$ cat src/rtl/tlul_pkg.sv
// TL-UL channel structs and opcodes for a 32-bit data bus with an 8-bit source ID.
package tlul_pkg;

    localparam logic [2:0] PutFullData    = 3'h0;
    localparam logic [2:0] PutPartialData = 3'h1;
    localparam logic [2:0] Get            = 3'h4;
    localparam logic [2:0] AccessAck      = 3'h0;
    localparam logic [2:0] AccessAckData  = 3'h1;

    localparam logic [7:0] TlAUserDefault = 8'h00;

    typedef struct packed {
        logic        a_valid;
        logic [2:0]  a_opcode;
        logic [2:0]  a_param;
        logic [1:0]  a_size;
        logic [7:0]  a_source;
        logic [31:0] a_address;
        logic [3:0]  a_mask;
        logic [31:0] a_data;
        logic [7:0]  a_user;
        logic        d_ready;
    } tl_h2d_t;

    typedef struct packed {
        logic        d_valid;
        logic [2:0]  d_opcode;
        logic [2:0]  d_param;
        logic [1:0]  d_size;
        logic [7:0]  d_source;
        logic        d_sink;
        logic [31:0] d_data;
        logic [7:0]  d_user;
        logic        d_error;
        logic        a_ready;
    } tl_d2h_t;

endpackage

$ cat src/rtl/tlul_host_seq.sv
// Single-outstanding TL-UL initiator: req -> A at +1, D match -> rsp at +1; A held until a_ready,
// rsp held until rsp_ready, req accepted only in IDLE; D_WAIT bounded by TimeoutCycles.
module tlul_host_seq #(
    parameter int unsigned TimeoutCycles = 1024
) (
    input  logic                 clk_i,
    input  logic                 rst_ni,
    input  logic                 req_valid_i,
    output logic                 req_ready_o,
    input  logic                 req_we_i,
    input  logic [31:0]          req_addr_i,
    input  logic [31:0]          req_wdata_i,
    input  logic [3:0]           req_be_i,
    output logic                 rsp_valid_o,
    input  logic                 rsp_ready_i,
    output logic [31:0]          rsp_rdata_o,
    output logic                 rsp_err_o,
    output logic                 rsp_timeout_o,
    output logic                 busy_o,
    output tlul_pkg::tl_h2d_t    tl_o,
    input  tlul_pkg::tl_d2h_t    tl_i
);

    localparam logic [15:0] CntLast = 16'(TimeoutCycles - 1);

    typedef enum logic [1:0] {IDLE, A_SEND, D_WAIT, RSP} state_e;

    state_e      state_q, state_d;
    logic [7:0]  src_q, src_d;
    logic        we_q, we_d;
    logic [15:0] cnt_q, cnt_d;
    logic        a_valid_q, a_valid_d;
    logic [2:0]  a_opcode_q, a_opcode_d;
    logic [1:0]  a_size_q, a_size_d;
    logic [31:0] a_address_q, a_address_d;
    logic [3:0]  a_mask_q, a_mask_d;
    logic [31:0] a_data_q, a_data_d;
    logic        rsp_valid_q, rsp_valid_d;
    logic [31:0] rsp_rdata_q, rsp_rdata_d;
    logic        rsp_err_q, rsp_err_d;
    logic        rsp_timeout_q, rsp_timeout_d;

    logic d_match, d_err;
    logic unused_d_fields;

    assign unused_d_fields = ^{tl_i.d_param, tl_i.d_size, tl_i.d_sink, tl_i.d_user};

    always_comb begin
        state_d       = state_q;
        src_d         = src_q;
        we_d          = we_q;
        cnt_d         = cnt_q;
        a_valid_d     = a_valid_q;
        a_opcode_d    = a_opcode_q;
        a_size_d      = a_size_q;
        a_address_d   = a_address_q;
        a_mask_d      = a_mask_q;
        a_data_d      = a_data_q;
        rsp_valid_d   = rsp_valid_q;
        rsp_rdata_d   = rsp_rdata_q;
        rsp_err_d     = rsp_err_q;
        rsp_timeout_d = rsp_timeout_q;

        req_ready_o = (state_q == IDLE);
        busy_o      = (state_q != IDLE);

        // d_ready is always high, so any beat that is not this match is silently dropped
        d_match = tl_i.d_valid && (state_q == D_WAIT) && (tl_i.d_source == src_q);
        d_err   = tl_i.d_error |
                  (we_q ? (tl_i.d_opcode != tlul_pkg::AccessAck)
                        : (tl_i.d_opcode != tlul_pkg::AccessAckData));

        unique case (state_q)
            IDLE: begin
                if (req_valid_i) begin
                    src_d       = src_q + 8'd1;
                    we_d        = req_we_i;
                    a_size_d    = 2'd2;
                    a_address_d = {req_addr_i[31:2], 2'b00};
                    a_mask_d    = req_we_i ? req_be_i : 4'hF;
                    a_data_d    = req_we_i ? req_wdata_i : 32'h0;
                    a_opcode_d  = !req_we_i         ? tlul_pkg::Get :
                                  (req_be_i == 4'hF) ? tlul_pkg::PutFullData
                                                     : tlul_pkg::PutPartialData;
                    if (req_we_i && (req_be_i == 4'h0)) begin
                        state_d       = RSP;
                        rsp_valid_d   = 1'b1;
                        rsp_err_d     = 1'b1;
                        rsp_rdata_d   = 32'h0;
                        rsp_timeout_d = 1'b0;
                    end else begin
                        state_d   = A_SEND;
                        a_valid_d = 1'b1;
                    end
                end
            end
            A_SEND: begin
                if (tl_i.a_ready) begin
                    a_valid_d = 1'b0;
                    cnt_d     = 16'h0;
                    state_d   = D_WAIT;
                end
            end
            D_WAIT: begin
                if (d_match) begin
                    state_d       = RSP;
                    rsp_valid_d   = 1'b1;
                    rsp_err_d     = d_err;
                    rsp_timeout_d = 1'b0;
                    rsp_rdata_d   = (!we_q && !d_err) ? tl_i.d_data : 32'h0;
                end else if (cnt_q == CntLast) begin
                    state_d       = RSP;
                    rsp_valid_d   = 1'b1;
                    rsp_err_d     = 1'b0;
                    rsp_timeout_d = 1'b1;
                    rsp_rdata_d   = 32'h0;
                end else begin
                    cnt_d = cnt_q + 16'd1;
                end
            end
            RSP: begin
                if (rsp_ready_i) begin
                    rsp_valid_d = 1'b0;
                    state_d     = IDLE;
                end
            end
            default: state_d = IDLE;
        endcase
    end

    always_ff @(posedge clk_i or negedge rst_ni) begin
        if (!rst_ni) begin
            state_q       <= IDLE;
            src_q         <= 8'h0;
            we_q          <= 1'b0;
            cnt_q         <= 16'h0;
            a_valid_q     <= 1'b0;
            a_opcode_q    <= 3'h0;
            a_size_q      <= 2'h0;
            a_address_q   <= 32'h0;
            a_mask_q      <= 4'h0;
            a_data_q      <= 32'h0;
            rsp_valid_q   <= 1'b0;
            rsp_rdata_q   <= 32'h0;
            rsp_err_q     <= 1'b0;
            rsp_timeout_q <= 1'b0;
        end else begin
            state_q       <= state_d;
            src_q         <= src_d;
            we_q          <= we_d;
            cnt_q         <= cnt_d;
            a_valid_q     <= a_valid_d;
            a_opcode_q    <= a_opcode_d;
            a_size_q      <= a_size_d;
            a_address_q   <= a_address_d;
            a_mask_q      <= a_mask_d;
            a_data_q      <= a_data_d;
            rsp_valid_q   <= rsp_valid_d;
            rsp_rdata_q   <= rsp_rdata_d;
            rsp_err_q     <= rsp_err_d;
            rsp_timeout_q <= rsp_timeout_d;
        end
    end

    always_comb begin
        tl_o           = '0;
        tl_o.a_valid   = a_valid_q;
        tl_o.a_opcode  = a_opcode_q;
        tl_o.a_param   = 3'h0;
        tl_o.a_size    = a_size_q;
        tl_o.a_source  = src_q;
        tl_o.a_address = a_address_q;
        tl_o.a_mask    = a_mask_q;
        tl_o.a_data    = a_data_q;
        tl_o.a_user    = tlul_pkg::TlAUserDefault;
        tl_o.d_ready   = 1'b1;
    end

    assign rsp_valid_o   = rsp_valid_q;
    assign rsp_rdata_o   = rsp_rdata_q;
    assign rsp_err_o     = rsp_err_q;
    assign rsp_timeout_o = rsp_timeout_q;

endmodule

$ cat config.mk
export PLATFORM = sky130hd
export DESIGN_NAME = tlul_host_seq
export DESIGN_NICKNAME = d
export VERILOG_FILES = /design/src/rtl/tlul_pkg.sv /design/src/rtl/tlul_host_seq.sv
export SDC_FILE = /design/constraint.sdc
export NUM_CORES = 1
export LEC_CHECK = 0
export ABC_AREA = 1
export BUFFER_PORTS_ARGS = -buffer_cell sky130_fd_sc_hd__buf_2
export CORE_ASPECT_RATIO = 1.1
export CORE_UTILIZATION = 45
export CTS_CLUSTER_DIAMETER = 40
export DETAILED_ROUTE_END_ITERATION = 8
export PLACE_DENSITY = 0.79
export SYNTH_ARGS = -nofsm -noshare
export SYNTH_HDL_FRONTEND = slang
export SYNTH_SLANG_ARGS = --single-unit
$ cat constraint.sdc
create_clock -name clk_i -period 5.1 [get_ports clk_i]
set_input_delay 0.765 -clock clk_i [delete_from_list [all_inputs] [get_ports clk_i]]
set_output_delay 0.765 -clock clk_i [all_outputs]
set_load 0.02 [all_outputs]
; ---- Word level (Yosys, flattened, before mapping)
; Index checks and enable logic that the tools add are counted.
[classes]
n_addsub = 2
eq_ne = 15
n_mux = 39
bitwise = 1
n_reduce_logical = 20
[ops]
columns = op, n
row1 = 32-bit two-way mux, 6
row2 = 32-bit one-hot mux with 2 select lines, 1
row3 = 16-bit two-way mux, 3
row4 = 16-bit one-hot mux with 2 select lines, 1
row5 = "16-bit by 1-bit adder with 16-bit output, second input constant", 1
row6 = "16-bit by 10-bit == test with 1-bit output, second input constant", 1
row7 = 4-bit AND reduction, 4
row8 = 1-bit two-way mux, 15
row9 = 2-bit two-way mux, 6
row10 = "2-bit != test, second input constant", 6
row11 = "8-bit by 1-bit adder with 8-bit output, second input constant", 1
row12 = 8-bit == test, 1
row13 = 2-bit one-hot mux with 4 select lines, 1
row14 = 2-bit nonzero test, 4
row15 = 1-bit one-hot mux with 2 select lines, 3
row16 = 3-bit nonzero test, 2
row17 = 5-bit AND reduction, 1
row18 = "2-bit == test, second input constant", 2
row19 = "4-bit == test, second input constant", 1
row20 = 1-bit logical AND, 4
row21 = 4-bit zero test, 1
row22 = 4-bit two-way mux, 1
row23 = 3-bit two-way mux, 1
row24 = "3-bit by 1-bit != test with 1-bit output, second input constant", 1
row25 = other kinds (8), 9
[word_totals]
register_bits = 133
in_bits = 133
output_inout_bits = 131
wordCells = 91

; ---- Depth between registers and ports, before layout
; Gate-level depths: netlist of run 1.
[logic_depth]
word_depth = 8
depth_mapped = 12
ltp_nobuf = 11

; ---- Worst setup path before layout of run 1
; Ideal clock, no wire load.
[synth_timing]
kind = register to register
startpoint = register state_q[0]
endpoint = register rsp_err_q (netlist: rsp_err_o)
setup_ps = 117
arrival_ps = 1781
required_time_ps = 4983
slack_ps = 3202
stages_incl_launch_ff = 11
n_path_buf = 1
period_less_slack_ps = 1898
path_cell_list = dfrtp_1 > inv_1 > ha_1 > inv_1 > nand2_1 > nand2_1 > nor2_2 > nand2_4 > buf_6 > nand2_1 > nand2_1
[synth_via]
word_cells_on_any_way = 11
classes_between = 4 x eq/ne / 2 x mux / 5 x reduce/logical
[synth_lines]
columns = item, line_no
row1 = from (decl), tlul_host_seq.sv:28  ; state_e state_q, state_d;
row2 = from (signal assigned), tlul_host_seq.sv:148  ; state_q <= state_d;
row3 = 2-bit zero test (*), n/a
row4 = via req_ready_o, tlul_host_seq.sv:9  ; output logic req_ready_o,
row5 = 2-bit by 1-bit != test with 1-bit output (no source line) (tied with other cells), n/a
row6 = 4-bit AND reduction (no source line), n/a
row7 = to (signal assigned), tlul_host_seq.sv:160  ; rsp_err_q <= rsp_err_d;
row8 = to (decl), tlul_host_seq.sv:40  ; logic rsp_err_q, rsp_err_d;
; Mark *: on every way through the listed nets, which the timed path passes. The rest lies on a longest branch.
; A chain may end at the register's enable or synchronous reset.

; ---- Final worst setup path of run 1
[layout_timing]
startpoint = register state_q[0]
endpoint = register rsp_rdata_q[1] (netlist: rsp_rdata_o[1])
[layout_via]
elab_chain_cells = 5
word_cells_on_any_way = 11
classes_between = 4 x eq/ne / 2 x mux / 5 x reduce/logical
[layout_rtl]
columns = item, line_no
row1 = 2-bit == test, "tlul_host_seq.sv:68, tlul_host_seq.sv:73"
row2 = 1-bit logical AND (2 in a row), tlul_host_seq.sv:68  ; d_match = tl_i.d_valid && (state_q == D_WAIT) && (tl_i.d_source == src_q);
row3 = 3-bit by 2-bit != test with 1-bit output (no source line) or 32-bit two-way mux (tied branches), n/a
row4 = 4-bit AND reduction (no source line) or 32-bit one-hot mux with 2 select lines (tied branches), n/a
row5 = to (signal assigned), tlul_host_seq.sv:159  ; rsp_rdata_q <= rsp_rdata_d;
row6 = to (decl), tlul_host_seq.sv:39  ; logic [31:0] rsp_rdata_q, rsp_rdata_d;
; Several ways; a longest one is shown, not always the timed one.

==> results of run 1 <==
-- worst min path at each step --
stage	from	endpoint	slack [ns]
2_1_floorplan	a_valid_q	a_valid_q	0.45
3_5_place_dp	a_size_q[1]	a_size_q[1]	0.45
6_report	rst_ni	rsp_rdata_o[12]	0.42
3_3_place_gp	a_size_q[1]	a_size_q[1]	0.45
5_1_grt	rst_ni	rsp_rdata_o[12]	0.48
4_1_cts	rst_ni	rsp_rdata_o[12]	0.45
-- placed cells by master (no fill, tap or decap), types with 2 or more instances in the layout --
master,netlist,final
nand3_1,63,63
ha_1,6,6
clkbuf_16,0,17
xnor2_1,4,4
xor2_1,13,13
nor2_1,86,86
o21ai_0,7,7
inv_1,38,38
and2_1,2,2
nand2_4,2,2
conb_1,2,16
nand2_1,306,305
buf_2,8,230
inv_6,0,4
a22o_1,32,32
bufinv_16,0,2
clkinvlp_4,0,5
clkinv_4,0,2
a21oi_1,3,3
nor2_2,3,3
nor2_4,2,2
dfrtp_1,132,132
nand4_1,7,7
inv_2,5,5
nand3b_1,3,3
nor3_1,4,3
nand2_2,3,4
buf_4,19,5
o21bai_1,3,3
or2_2,2,2
-- worst max-delay path, cell delays in order, from the launching register on --
cell and delay [ns]:
dfrtp_1 0.42, inv_1 0.11, ha_1 0.30, inv_2 0.20
nand2_1 0.13, nand2_1 0.07, nor2_2 0.38, buf_4 0.39
nand2_4 0.28, nand2_1 0.16, nand2_1 0.07
-- stage by stage --
stage	total power [uW]	cells	hold WS [ns]	instance area [um^2]	setup slack [ns]
after CTS	4580	1201	0.446	8150	2.49
after detailed placement	3360	1170	0.452	7570	2.37
after floorplan	2830	797	0.454	6470	3.20
after global routing	4830	1201	0.479	8150	2.27
after global placement	3330	1170	0.447	7570	2.36
final	4540	1201	0.415	8150	2.47
-- metal layers --
metal / GRT usage, % / part of all wire (%) / vias up
li1: - / - / 2869
met1: 26.2 / 42 / 2557
met2: 36.6 / 48 / 213
met3: 7.54 / 8.0 / 22
met4: 7.92 / 1.7 / 2
met5: 0 / 0.083 / -
-- power by group through the flow --
stage,clock [uW],combinational [uW],sequential (uW)
floorplan,0,884,1950
global placement,0,1730,1590
detailed placement,0,1770,1580
CTS,1220,1760,1590
global route,1270,1930,1630
finish,1190,1750,1590
-- state kept, by name (all words and copies together), names as in the netlist --
signal and count:
rsp_rdata_o 32, a_valid_q 1, rsp_timeout_o 1, cnt_q 16, src_q 8, rsp_valid_o 1
we_q 1, a_opcode_q 2, a_mask_q 4, rsp_err_o 1, a_address_q 30, state_q 2
a_data_q 32, a_size_q 1
-- cell type report --
cell class	count	share of cell area [%]
Sequential cell	132	40.5
Multi-Input combinational cell	571	32.7
Timing Repair Buffer	236	14.7
Clock buffer	17	5.22
Tap cell	188	2.89
Inverter	43	1.98
Clock inverter	14	1.90
-- logic make-up (layout without fill, tap and decap cells) --
family / after synthesis / after routing
adders and majority gates: 6 / 6
AOI/OAI and AO/OA: 47 / 47
buffers and inverters: 94 / 310
DFF: 132 / 132
and+or+nand+nor: 485 / 485
other: 2 / 16
xor gates and xnor gates: 17 / 17
==> impl_metrics.yaml, run 1 <==
run_status:
  status: "finished, final reports clean"
logic_synthesis:
  seq_area_frac_synth_pct: 51.5
  async_flop_share_pct: 100
  syn_area_per_cell_um2: 8.19
  synth_seq_cells: 132
  synth_edf_count: 0
  synth-compound-area-share_pct: 5.73
  synthMuxAreaShare_pct: 0
  synth_top_area_share_pct: 51.5
  syn_area_um2: 6410
  yosys-top-cells-area: "dfrtp_1 51%, nand2_1 18%, nor2_1 5.0%"
  synth-simple-area-share_pct: 31.3
  ys.flop_type: "dfrtp_1"
  ys_top_cells_by_count: "306 x nand2_1, 132 x dfrtp_1, 86 x nor2_1"
  synth_top_family_by_area: "simple AND/OR/NAND/NOR gates"
  netlist_instances: 783
  synth_xor_area_share_pct: 2.32
  yosys_warnings: 0
  yosysMostFrequentCell: "nand2_1"
  yosys.area.top_type: "dfrtp_1"
  synthAdderAreaFrac_pct: 1.17
  synth_cell_type_count: 33
timing:
  slew_violations: 0
  fin_tns_setup_ns: 0
  fmax_mhz: 381
  final_hold_viol_count: 0
  setup_violations: 0
  finalCritPeriodShare_pct: 51.5
  rsz0062_at_grt: "no"
  tightest_slew_ns: 0.819
  slew_headroom_pct: 45.4
  skew_ns: 0.00684
  min_period_ns: 2.63
cts:
  cts_root_buf: "clkbuf_16"
  htree_levels: 4
  clk_latency_ns: 0.42
  clkTransAtPathRegs_ns: 0.06
  cts_buffers: 17
  holdBufCountCts: 0
  cts_tree: "done"
  clock_path_buffers: 2
  cts_resized: 0
  cts_post_setup_buffers_inserted: 0
  clock_sinks: 132
setup_path:
  arrival_ns: 2.93
  cp_max_fo: 34
  cp-startpoint: "state_q[0]"
  worstSetupPathType: "register to register"
  critPathLaunchType: "register"
  cp.required_ns: 5.40
  rr_startpoint: "state_q[0]"
  end_kind: "register"
  r2r_end: "rsp_rdata_o[1]"
  r2r_slack_ns: 2.47
  reg2reg_depth: 10
  cp-endpoint: "rsp_rdata_o[1]"
detailed_routing:
  firstDrtPassIters: 5
  final_antenna_net_count: 0
  wl_per_cell_um: 13.0
  vias_per_cell: 4.72
  drt_wl_total_um: 15600
  drt-initial-drc-count: 291
  num_vias: 5663
  drc_errors: 0
cells_and_area:
  diodes: 0
  final_util_pct: 58.8
  fin_nets: 1140
  multiInputGateArea_um2: 2670
  seqCellArea_um2: 3300
  nFillCells: 1283
  drive_gt1_share_pct: 28.5
  area_growth_pct: 27.0
die:
  die_w_um: 116
  initial_core_util_pct: 46.3
  fp.dieH_um: 127
  dieArea_um2: 14700
  io_pins: 264
  rows: 45
  coreArea_um2: 13900
job:
  maxCapViolCount: 0
grt:
  grt_pass1_wl_um: 25000
  grt_pass1_vias: 5300
  gr-usage-all-layers_pct: 22.0
  grt_start_max_net_pins: 93
  antenna_found_initial: 1
  grt_overflow: 0
power_and_ir_drop:
  seqPwrFrac_pct: 35.1
  clockPowerShare_pct: 26.3
  p_sw_share_pct: 41.5
  peakVddDrop_uv: 384
  p_int_uw: 2650
  p_sw_uw: 1880
  power_frac_comb_pct: 38.7
  leakagePower_uw: 0.00449
  powerDensity_nw_per_um2: 557
placed_design:
  dp.final_hpwl_um: 10900
  portBuffers: 231
  gp_congestion: 0.877
min_path:
  holdCritPathClass: "input pin to async pin"
Note: power is estimated with default switching activity, not from simulation.
==> run 2: changes to the inputs <==
--- a/config.mk
+++ b/config.mk
@@ -5,13 +5,13 @@
 export SDC_FILE = /design/constraint.sdc
 export NUM_CORES = 1
 export LEC_CHECK = 0
-export ABC_AREA = 1
+export ABC_AREA = 0
 export BUFFER_PORTS_ARGS = -buffer_cell sky130_fd_sc_hd__buf_2
 export CORE_ASPECT_RATIO = 1.1
-export CORE_UTILIZATION = 45
+export CORE_UTILIZATION = 44
 export CTS_CLUSTER_DIAMETER = 40
 export DETAILED_ROUTE_END_ITERATION = 8
-export PLACE_DENSITY = 0.79
+export PLACE_DENSITY = 0.8
 export SYNTH_ARGS = -nofsm -noshare
 export SYNTH_HDL_FRONTEND = slang
 export SYNTH_SLANG_ARGS = --single-unit
==> constraint.sdc (replaced) <==
create_clock -name clk_i -period 2.4 [get_ports clk_i]
set_input_delay 0.36 -clock clk_i [delete_from_list [all_inputs] [get_ports clk_i]]
set_output_delay 0.36 -clock clk_i [all_outputs]
set_load 0.02 [all_outputs]
==> impl_metrics.yaml, run 2 <==
run_status:
  status: "finished, final reports clean"
power_and_ir_drop:
  p_int_uw: 6200
  seqPwrFrac_pct: 33.8
  power_frac_comb_pct: 42.5
  power_uw: 10800
  p_sw_share_pct: 42.4
  powerDensity_nw_per_um2: 1260
  p_sw_uw: 4570
  peakVddDrop_uv: 821
  leakagePower_uw: 0.00445
  clockPowerShare_pct: 23.7
grt:
  gr-usage-all-layers_pct: 22.3
  antenna_found_initial: 1
  grt_start_max_net_pins: 69
  grt_pass1_vias: 5496
  grt_overflow: 0
  grt_pass1_wl_um: 27000
min_path:
  holdCritPathClass: "input pin to register"
  hp-start: "req_addr_i[16]"
  min_path_cells: 3
  whs_endpoint: "a_address_q[16]"
die:
  io_pins: 264
  fp.dieH_um: 129
  dieArea_um2: 15200
  initial_core_util_pct: 45.1
  coreArea_um2: 14400
  die_w_um: 118
  rows: 46
cts:
  htree_levels: 4
  cts_buffers: 17
  clk_latency_ns: 0.42
  cts_tree: "done"
  cts_root_buf: "clkbuf_16"
  clkTransAtPathRegs_ns: 0.06
  clock_sinks: 132
  clock_path_buffers: 2
timing:
  slew_violations: 0
  min_period_ns: 2.35
  slew_headroom_pct: 65.0
  finalCritPeriodShare_pct: 97.7
  fmax_mhz: 426
  tightest_slew_ns: 0.523
  setup_violations: 0
  skew_ns: 0.00664
  final_hold_viol_count: 0
  whs_ns: 0.125
logic_synthesis:
  ys_top_cells_by_count: "193 x nand2_1, 132 x dfrtp_1, 49 x inv_1"
  async_flop_share_pct: 100
  yosysMostFrequentCell: "nand2_1"
  yosys-top-cells-area: "dfrtp_1 51%, nand2_1 11%, a211oi_1 4.1%"
  syn_area_um2: 6490
  seq_area_frac_synth_pct: 50.9
  yosys.area.top_type: "dfrtp_1"
  syn_area_per_cell_um2: 9.21
  synth_top_area_share_pct: 50.9
  synth_cell_type_count: 62
  yosys_warnings: 0
  synth_seq_cells: 132
  netlist_instances: 704
  ys.flop_type: "dfrtp_1"
  synth_edf_count: 0
setup_path:
  cpPeakStageDelay_ns: 0.60
  cp-startpoint: "cnt_q[13]"
  r2r_slack_ns: 0.05
  path_cells: "or4_1 -> or4_4 -> and2_4 -> a21oi_4 -> buf_12 -> a31o_1"
  end_kind: "register"
  cp_max_fo: 33
  worstSetupPathType: "register to register"
  critPathLaunchType: "register"
  reg2reg_depth: 6
  cp.required_ns: 2.75
  cp_num_buf_inv: 1
  arrival_ns: 2.70
  rr_startpoint: "cnt_q[13]"
  critPathSlowestCell: "or4_4"
  r2r_end: "rsp_rdata_o[10]"
  cp_top_family: "simple AND/OR/NAND/NOR gates"
cells_and_area:
  design_area_um2: 8520
  layout_commonest_cell: "buf_2"
  finalNonFillerCells: 1139
  area_growth_pct: 31.3
  drive_gt1_share_pct: 32.8
  fin_nets: 1072
  final_util_pct: 59.2
  final_cell_mix: "230 x buf_2, 192 x nand2_1, 132 x dfrtp_1, 49 x inv_1, 44 x nand3_1"
detailed_routing:
  drc_errors: 0
  final_antenna_net_count: 0
  drt-initial-drc-count: 352
  drt_wl_total_um: 16900
  firstDrtPassIters: 4
  wl_per_cell_um: 14.9
  num_vias: 5830
  vias_per_cell: 5.12
placed_design:
  portBuffers: 231
  placed_cell_area_um2: 7910
  placedCellCount: 1105
  gp_congestion: 0.855
  dp.final_hpwl_um: 11900
job:
  maxCapViolCount: 0
## run 2: power groups by stage
stage | Clock (uW) | Combinational [uW] | Sequential (uW)
CTS | 2610 | 4590 | 3640
global route | 2710 | 5010 | 3760
finish | 2560 | 4580 | 3640
global placement | 0 | 4490 | 3640
detailed placement | 0 | 4600 | 3650
floorplan | 0 | 2060 | 4580
## run 2: worst max-delay path by stage
stage,cells past startpoint,endpoint,slack [ns]
floorplan,10,rsp_rdata_o[0],0.02
global placement,6,rsp_rdata_o[18],0.12
detailed placement,5,state_q[1],0.08
CTS,5,state_q[1],0.07
global route,5,state_q[1],-0.002
finish,6,rsp_rdata_o[10],0.05
## run 2: area by class of cell
cell class / instances / area, um^2
tap: 192 / 240
sequential: 132 / 3300
clock inverter: 14 / 141
clock buffer: 18 / 439
fill: 1280 / 5870
multi-input combinational: 472 / 2710
timing repair buffer: 260 / 1500
antenna: 1 / 2.50
inverter: 50 / 188
## run 2: worst reg2reg max path: cells and delay by family, from the launching register on
family | cells | cell delay, ns
AND/OR/NAND/NOR | 3 | 1.37
AO/OA/AOI/OAI | 2 | 0.34
buffers and inverters | 1 | 0.21
flip-flops | 1 | 0.37
## run 2: routing by layer
metal	global-route usage [%]	part of all wire [%]	wire (um)	vias up
met5	0	0	0	-
met4	9.73	2.7	456	0
met3	7.00	7.9	1340	30
met2	36.3	48	8090	219
met1	27.4	42	7030	2750
li1	-	-	-	2831
## run 2: timing repair
| item | 4_1_cts | 5_1_grt |
|---|---|---|
| buffers inserted | 0 | 0 |
| setup endpoints to repair | 0 | 1 |
| resized for setup | 0 | 1 |
| hold endpoints to repair | 17 | 0 |
| hold buffers | 1 | 0 |
## run 2: stage by stage
step	setup WS [ns]	TNS, ns
CTS	0.0685	0
floorplan	0.0159	0
finish	0.0541	0
global route	-0.00159	-0.00159
global placement	0.116	0
detailed placement	0.0834	0
## run 2: kinds of logic (layout without fill, tap and decap cells)
logic type                 count (synthesis)  count (layout)  share of synthesized area, %
xor gates and xnor gates                  13              13                          1.76
AOI/OAI and AO/OA                        123             123                          15.1
other                                      2              17                         0.116
and+or+nand+nor                          310             310                          21.7
adders and majority gates                  6               6                          1.16
muxes                                      4               4                         0.617
DFF                                      132             132                          50.9
buffers and inverters                    114             342                          8.64
==> run 3: changes to the inputs <==
--- a/config.mk
+++ b/config.mk
@@ -8,6 +8,7 @@
 export ABC_AREA = 0
 export BUFFER_PORTS_ARGS = -buffer_cell sky130_fd_sc_hd__buf_2
 export CORE_ASPECT_RATIO = 1.1
+export CORE_MARGIN = 2
 export CORE_UTILIZATION = 44
 export CTS_CLUSTER_DIAMETER = 40
 export DETAILED_ROUTE_END_ITERATION = 8
==> impl_metrics.yaml, run 3 (same netlist as run 2, synthesis figures left out) <==
cts:
  clock_path_buffers: 2
  cts_tree: "done"
  cts_root_buf: "clkbuf_16"
  clock_sinks: 132
  htree_levels: 4
  cts_buffers: 17
  clk_latency_ns: 0.42
  clkTransAtPathRegs_ns: 0.06
power_and_ir_drop:
  leakagePower_uw: 0.00447
  clockPowerShare_pct: 24.5
  seqPwrFrac_pct: 33.5
  p_sw_uw: 4560
  peakVddDrop_uv: 724
  power_frac_comb_pct: 42.0
  p_int_uw: 6280
  powerDensity_nw_per_um2: 1270
  p_sw_share_pct: 42.1
grt:
  grt_overflow: 0
  use_met2_pct: 36.9
  grt_pass1_vias: 5834
  grtUsageMet1_pct: 28.4
  grt_start_max_net_pins: 66
  antenna_found_initial: 2
  gr-usage-all-layers_pct: 22.6
  grt_use_met3_pct: 7.51
  top_usage_layer: "met2"
  grt_pass1_wl_um: 28800
timing:
  setup_violations: 0
  tightest_slew_ns: 0.644
  slew_violations: 0
  min_period_ns: 2.33
  skew_ns: 0.00771
  final_hold_viol_count: 0
  finalCritPeriodShare_pct: 97.1
  fmax_mhz: 429
  whs_ns: 0.126
  slew_headroom_pct: 57.1
  rsz0062_at_grt: "no"
  fin_tns_setup_ns: 0
placed_design:
  dp.final_hpwl_um: 12000
  placedCellCount: 1109
  gp_congestion: 0.912
  portBuffers: 231
  placed_cell_area_um2: 7890
setup_path:
  worstSetupPathType: "register to register"
  r2r_slack_ns: 0.07
  cp_top_family: "simple AND/OR/NAND/NOR gates"
  critPathLaunchType: "register"
  critPathSlowestCell: "or4_4"
  end_kind: "register"
  rr_startpoint: "cnt_q[13]"
  path_cells: "or4_1 -> or4_4 -> and2_4 -> a21oi_4 -> buf_12 -> a31o_1"
  r2r_end: "rsp_rdata_o[26]"
  arrival_ns: 2.68
  cp_max_fo: 33
  cpPeakStageDelay_ns: 0.60
  cp_num_buf_inv: 1
  cp.required_ns: 2.75
  reg2reg_depth: 6
die:
  fp.dieH_um: 131
  rows: 46
  dieArea_um2: 15700
  initial_core_util_pct: 44.9
  coreArea_um2: 14400
  die_w_um: 120
  io_pins: 264
detailed_routing:
  drt_wl_total_um: 17500
  num_vias: 5873
  drt-initial-drc-count: 306
  wl_per_cell_um: 15.3
  firstDrtPassIters: 5
  final_antenna_net_count: 0
  drc_errors: 0
  vias_per_cell: 5.13
cells_and_area:
  final_cell_mix: "230 x buf_2, 192 x nand2_1, 132 x dfrtp_1, 49 x inv_1, 44 x nand3_1"
  drive_gt1_share_pct: 33.1
  design_area_um2: 8530
  final_util_pct: 59.1
  layout_commonest_cell: "buf_2"
  area_growth_pct: 31.5
  nFillCells: 1245
  finalNonFillerCells: 1144
  fin_nets: 1077
min_path:
  whs_endpoint: "a_address_q[11]"
  min_path_cells: 3
  hp-start: "req_addr_i[11]"
  holdCritPathClass: "input pin to register"
job:
  maxCapViolCount: 0
run_status:
  status: "finished, final reports clean"
run 3: cell count changes in the layout (fill, tap and decap cells not counted), sizes merged:
| cell | previous run | this run |
|---|---|---|
| buf | 259 | 264 |
| clkinv | 1 | 2 |
| clkinvlp | 4 | 3 |
| bufinv | 1 | 2 |
| inv | 58 | 57 |
run 3: routing by layer:
metal | part of all wire, % | up-vias
met3 | 8.7 | 29
met1 | 40 | 2765
met4 | 1.5 | 2
li1 | - | 2838
met2 | 49 | 239
met5 | 0.074 | -
run 3: worst register-to-register path, stage by stage (launching register included):
cell	delay [ns]
dfrtp_1	0.37
or4_1	0.55
or4_4	0.60
and2_4	0.21
a21oi_4	0.14
buf_12	0.20
a31o_1	0.20
run 3: worst max path at each step:
stage                     startpoint               to  slack [ns]  cells after the start
after global placement    state_q[0]  rsp_rdata_o[19]        0.11                      9
after global routing       cnt_q[13]       state_q[1]       0.006                      5
after floorplan           state_q[0]   rsp_rdata_o[0]        0.02                     10
after CTS                  cnt_q[13]  rsp_rdata_o[28]        0.07                      6
final                      cnt_q[13]  rsp_rdata_o[26]        0.07                      6
after detailed placement  state_q[0]  rsp_rdata_o[24]        0.03                      9
run 3: metrics by stage:
stage,total power (uW),setup slack [ns]
finish,10800,0.0706
global route,11600,0.00577
CTS,10900,0.0687
detailed placement,8210,0.0304
global placement,8100,0.107
floorplan,6650,0.0159
run 3: final cells by class:
| cell class | count | area (um^2) | share of cell area, % |
|---|---|---|---|
| Multi-Input combinational cell | 472 | 2710 | 31.8 |
| Clock buffer | 18 | 439 | 5.15 |
| Sequential cell | 132 | 3300 | 38.7 |
| Inverter | 50 | 188 | 2.20 |
| Tap cell | 192 | 240 | 2.82 |
| Antenna cell | 1 | 2.50 | 0.0293 |
| Clock inverter | 14 | 166 | 1.95 |
| Timing Repair Buffer | 265 | 1480 | 17.4 |
run 3: timing repair:
action / 4_1_cts / 5_1_grt
hold buffers: 1 / 0
gates resized for setup: 1 / 1
setup endpoints to repair: 5 / 3
hold endpoints to repair: 61 / 0
buffers inserted: 0 / 1
run 3: power by group through the flow:
| stage | clock network (uW) | logic, uW | registers, uW |
|---|---|---|---|
| after floorplan | 0 | 2060 | 4580 |
| after global placement | 0 | 4470 | 3630 |
| after detailed placement | 0 | 4570 | 3640 |
| after CTS | 2700 | 4590 | 3640 |
| after global routing | 2800 | 5000 | 3750 |
| final | 2650 | 4560 | 3640 |
